### src/rtl/ftdi_io_enc.sv
// Byte-to-serial encoder for the FTDI link: a small FIFO feeds an MSB-first shifter,
// and idle filler bytes are sent whenever no data is queued at a byte boundary.
module ftdi_io_enc #(
  parameter int         CFifoDepth = 4,
  parameter logic [7:0] CIdleByte  = 8'hFF
) (
  input  logic       AClkH,
  input  logic       AResetH,
  input  logic       ABitEn,
  input  logic [7:0] ADataI,
  input  logic       AValidI,
  output logic       AReadyO,
  output logic       ADataO,
  output logic       AByteEndO,
  output logic       ABusyO,
  output logic [7:0] AGapCntO
);

  localparam int             LAw      = (CFifoDepth > 1) ? $clog2(CFifoDepth) : 1;
  localparam logic [LAw:0]   LFull    = (LAw + 1)'(CFifoDepth);
  localparam logic [LAw:0]   LCntOne  = (LAw + 1)'(1);
  localparam logic [LAw-1:0] LPtrOne  = LAw'(1);

  typedef enum logic {SIdle, SData} state_t;

  logic [7:0]     r_mem [CFifoDepth];
  logic [LAw-1:0] r_wrPtr, r_rdPtr;
  logic [LAw:0]   r_count;
  logic [2:0]     r_bitCnt;
  logic [7:0]     r_sReg;
  logic           r_dataO, r_byteEnd;
  logic [7:0]     r_gapCnt;
  state_t         r_state, w_stateNext;

  logic       w_full, w_empty, w_wr, w_load, w_rd, w_gapInc;
  logic [7:0] w_loadByte;

  assign w_full  = (r_count == LFull);
  assign w_empty = (r_count == '0);
  assign w_wr    = AValidI && !w_full;
  assign w_load  = ABitEn && (r_bitCnt == 3'd0);

  assign AReadyO   = !w_full;
  assign ADataO    = r_dataO;
  assign AByteEndO = r_byteEnd;
  assign ABusyO    = !w_empty || (r_state == SData);
  assign AGapCntO  = r_gapCnt;

  always_ff @(posedge AClkH or posedge AResetH) begin
    if (AResetH) r_state <= SIdle;
    else         r_state <= w_stateNext;
  end

  // At a load, pop the head byte if one is queued; otherwise fall back to the idle filler.
  always_comb begin
    w_stateNext = r_state;
    w_loadByte  = CIdleByte;
    w_rd        = 1'b0;
    w_gapInc    = 1'b0;
    if (w_load) begin
      if (!w_empty) begin
        w_rd        = 1'b1;
        w_loadByte  = r_mem[r_rdPtr];
        w_stateNext = SData;
      end else if (r_state == SData) begin
        w_gapInc    = 1'b1;
        w_stateNext = SIdle;
      end
    end
  end

  always_ff @(posedge AClkH) begin
    if (w_wr) r_mem[r_wrPtr] <= ADataI;
  end

  always_ff @(posedge AClkH or posedge AResetH) begin
    if (AResetH) begin
      r_wrPtr <= '0;
      r_rdPtr <= '0;
      r_count <= '0;
    end else begin
      if (w_wr) r_wrPtr <= r_wrPtr + LPtrOne;
      if (w_rd) r_rdPtr <= r_rdPtr + LPtrOne;
      case ({w_wr, w_rd})
        2'b10:   r_count <= r_count + LCntOne;
        2'b01:   r_count <= r_count - LCntOne;
        default: r_count <= r_count;
      endcase
    end
  end

  // Serial shifter; everything holds while the bit strobe is low.
  always_ff @(posedge AClkH or posedge AResetH) begin
    if (AResetH) begin
      r_bitCnt  <= 3'd0;
      r_sReg    <= 8'h00;
      r_dataO   <= CIdleByte[7];
      r_byteEnd <= 1'b0;
      r_gapCnt  <= 8'h00;
    end else begin
      r_byteEnd <= ABitEn && (r_bitCnt == 3'd7);
      if (ABitEn) begin
        r_bitCnt <= r_bitCnt + 3'd1;
        if (w_load) begin
          r_dataO <= w_loadByte[7];
          r_sReg  <= {w_loadByte[6:0], 1'b0};
        end else begin
          r_dataO <= r_sReg[7];
          r_sReg  <= {r_sReg[6:0], 1'b0};
        end
      end
      if (w_gapInc && (r_gapCnt != 8'hFF)) r_gapCnt <= r_gapCnt + 8'd1;
    end
  end

endmodule
### config.mk
export PLATFORM = sky130hd
export DESIGN_NAME = ftdi_io_enc
export DESIGN_NICKNAME = d
export VERILOG_FILES = /design/src/rtl/ftdi_io_enc.sv
export SDC_FILE = /design/constraint.sdc
export NUM_CORES = 1
export LEC_CHECK = 0
export CAP_MARGIN = 10
export CORE_UTILIZATION = 45
export CTS_CLUSTER_DIAMETER = 30
export CTS_CLUSTER_SIZE = 10
export DETAILED_ROUTE_END_ITERATION = 12
export GPL_TIMING_DRIVEN = 0
export PLACE_DENSITY = 0.68
export SLEW_MARGIN = 10
export SYNTH_ARGS = -nofsm -noshare
export SYNTH_HDL_FRONTEND = slang
export SYNTH_SLANG_ARGS = --single-unit
### constraint.sdc
create_clock -name AClkH -period 1.96 [get_ports AClkH]
set_input_delay 0.392 -clock AClkH [delete_from_list [all_inputs] [get_ports AClkH]]
set_output_delay 0.392 -clock AClkH [all_outputs]
set_load 0.01 [all_outputs]
==> run metrics <==
status=finished, violations left; failing checks=negative setup slack; wl on met1=2046 µm; number of H-tree levels=3; final hold violation count=0; CTS Buffer Depth=2; CTS tree=built; CTS clock-pin slew for the worst setup and hold paths=70 ps; global-route wire length before repair=7845 µm; #FFs+latches synth=60; FP Rows=27; total length of routed wires=roughly 4600 µm; leakage=0.001283 µW; max_cap viols=0; most common cell after layout, fill and taps aside=edfxtp_1; Final nets=~240; DR WL/cell=approximately 16 µm; PD cells=1330 nW/µm²; most frequent cells in the layout=edfxtp_1 (32), dfrtp_1 (26), clkdlybuf4s50_1 (21); hold buffer count at CTS=0; ys async rst share=46.67%; post-DR vias/cell=5.125; syn nets=approximately 200; worst-margin pin slew=1013 ps; Die Wd=77.59 µm; Yosys cell types=30; hpwl dp=3069 µm; Syn Inst Count=between 150 and 200; unrepaired setup endpoints after global routing=true; fillers=between 400 and 500; met2 wire len=approximately 2300 µm; RePlAce Congestion=~0.78; CP max FO=2; PortBufs=23; vias in the first global route=~1700; Slew Viols, Final=0; clock skew=between 9 and 10 ps; core area=5507 µm²; layout cells sized above 1=around 24%; top_reg_cell synth=edfxtp_1; Setup WS pre-CTS=-442.6 ps; top sig layer=met4; maximum VDD drop=a little over 0.7 mV; Setup Crit Path Kind=reg2reg; Slew HR=between 30 and 40%; Boundary Pins=24; drt pass-1 iters=4; synthesized cell area=between 2000 and 3000 µm²; hold crit path type=in2async; final setup vio count=1; worst r2r src=r_bitCnt[1]; crit path launch=r_bitCnt[1]; worst path required time=2200 ps; antenna violations before repair=0; Total Die Area=about 6000 µm²; Starting Density=46.69%; final setup margin=-12.52 ps; crit share post-route=100.6%; DRC=0; Diodes inserted=0; Worst-Skew Late Latency=~330 ps; DR vias=1522; # clock sinks=60; synthesized area per cell=~15 µm²; Die H=around 78 µm; post-synthesis sequential area ratio=roughly 65%; Yosys Warn Count=0; Worst setup SP type=register; Area Overhead vs Synth=25.40%; largest net degree at the start of global routing=29; Worst EP arrival=2210 ps; root buffer cell=clkbuf_8; Overflow after GRT=0; ANT nets after route=0; number of flops mapped to enable cells by yosys=32; DR WL met3=~150 µm; gr usage total=17.67%; Period minus WS final=slightly below 2000 ps; TritonCTS Buffers=9; fmax=roughly 500 MHz; Worst Setup End Kind=register; setup TNS=-12.52 ps; Starting DRT DRC Count=a little under 90
## layer usage
| layer | track usage, % | vias to the layer above |
|---|---|---|
| li1 | - | 724 |
| met1 | 21.30 | 750 |
| met2 | 29.20 | 36 |
| met3 | 4.235 | 12 |
| met4 | 9.623 | 0 |
| met5 | 0 | - |
## kinds of logic (layout without fill, tap and decap cells)
family / Yosys count / in the layout / share of synthesized area, %
AO/OA/AOI/OAI: 18 / 18 / 4.525
XOR/XNOR: 14 / 14 / 4.769
adder cells (fa/ha/maj): 10 / 10 / 5.158
buffers and inverters: 23 / 73 / 3.990
flip-flops: 60 / 60 / 64.67
multiplexers: 12 / 12 / 8.905
AND/OR/NAND/NOR: 38 / 38 / 7.981
## Yosys cell counts (5+ instances only)
cell type  count  area (µm²)
edfxtp_1      32       960.9
dfrtp_1       27       675.7
inv_1         15       56.30
nand2_1       13       48.80
o21ai_0       10       50.05
ha_1           9       112.6
xnor2_1        9       78.83
mux4_2         8       180.2
and3_1         7       43.79
o221ai_1       7       61.31
clkbuf_1       5       18.77
xor2_1         5       43.79
## per-stage QoR
step / std cells / utilization, % / total power, µW / hold WS (ps) / cell area [µm²]
global placement: 270 / 52.92 / 2944 / 476.6 / 2914
global route: 297 / 58.55 / 4547 / 524.2 / 3224
finish: 297 / 58.55 / 4288 / 488.7 / 3224
floorplan: 175 / - / 2677 / 456.7 / 2594
detailed placement: 270 / 52.92 / 3042 / 490.8 / 2914
CTS: 296 / 58.19 / 4273 / 499.2 / 3204
## worst paths after layout
kind | end | slack (ps) | cells past startpoint
setup / recovery | r_count[2] | -10 | 9
max in group asynchronous | r_count[0] | 960 | 2
hold reg to reg | AGapCntO[5] | 490 | 1
hold / removal | r_sReg[3] | 490 | 2
setup reg to reg | r_count[2] | -10 | 9
min in group AClkH | AGapCntO[5] | 490 | 1
## worst max-delay path, stage by stage (launching register included)
cell and delay (ps):
dfrtp_1 370, inv_2 40, ha_2 150, and3b_2 210, nor2b_4 140, ha_4 160
fa_2 370, xnor2_2 140, nor2_1 140, xor2_1 170
## flip-flops by register name, summed over array words and instances, names as in the netlist
signal / count
AByteEndO: 1
ADataO: 1
AGapCntO: 8
r_bitCnt: 3
r_count: 3
r_mem: 32
r_rdPtr: 2
r_sReg: 7
r_state: 1
r_wrPtr: 2
## where the power goes
part / switching [µW] / leakage [µW] / total, µW / internal, µW
combinational: 638 / 0.000543 / 1350 / 716
sequential: 172 / 0.000646 / 1860 / 1690
clock: 449 / 0.0000947 / 1070 / 623
total: 1260 / 0.00128 / 4290 / 3030
## what timing repair did
item                       CTS  global route
pin swaps                    6             7
buffers inserted            10             3
resized for setup           11             6
setup endpoints to repair    3             4
## cell type report
class	instances	area, µm²	share of cell area (%)
Sequential cell	60	1664	51.61
Multi-Input combinational cell	92	863.3	26.78
Timing Repair Buffer	35	317.8	9.856
Clock buffer	14	152.6	4.734
Tap cell	72	90.09	2.794
Inverter	15	56.30	1.746
Buffer	7	45.04	1.397
Clock inverter	2	35.03	1.087
No activity file was read; power rests on OpenSTA's default activity.
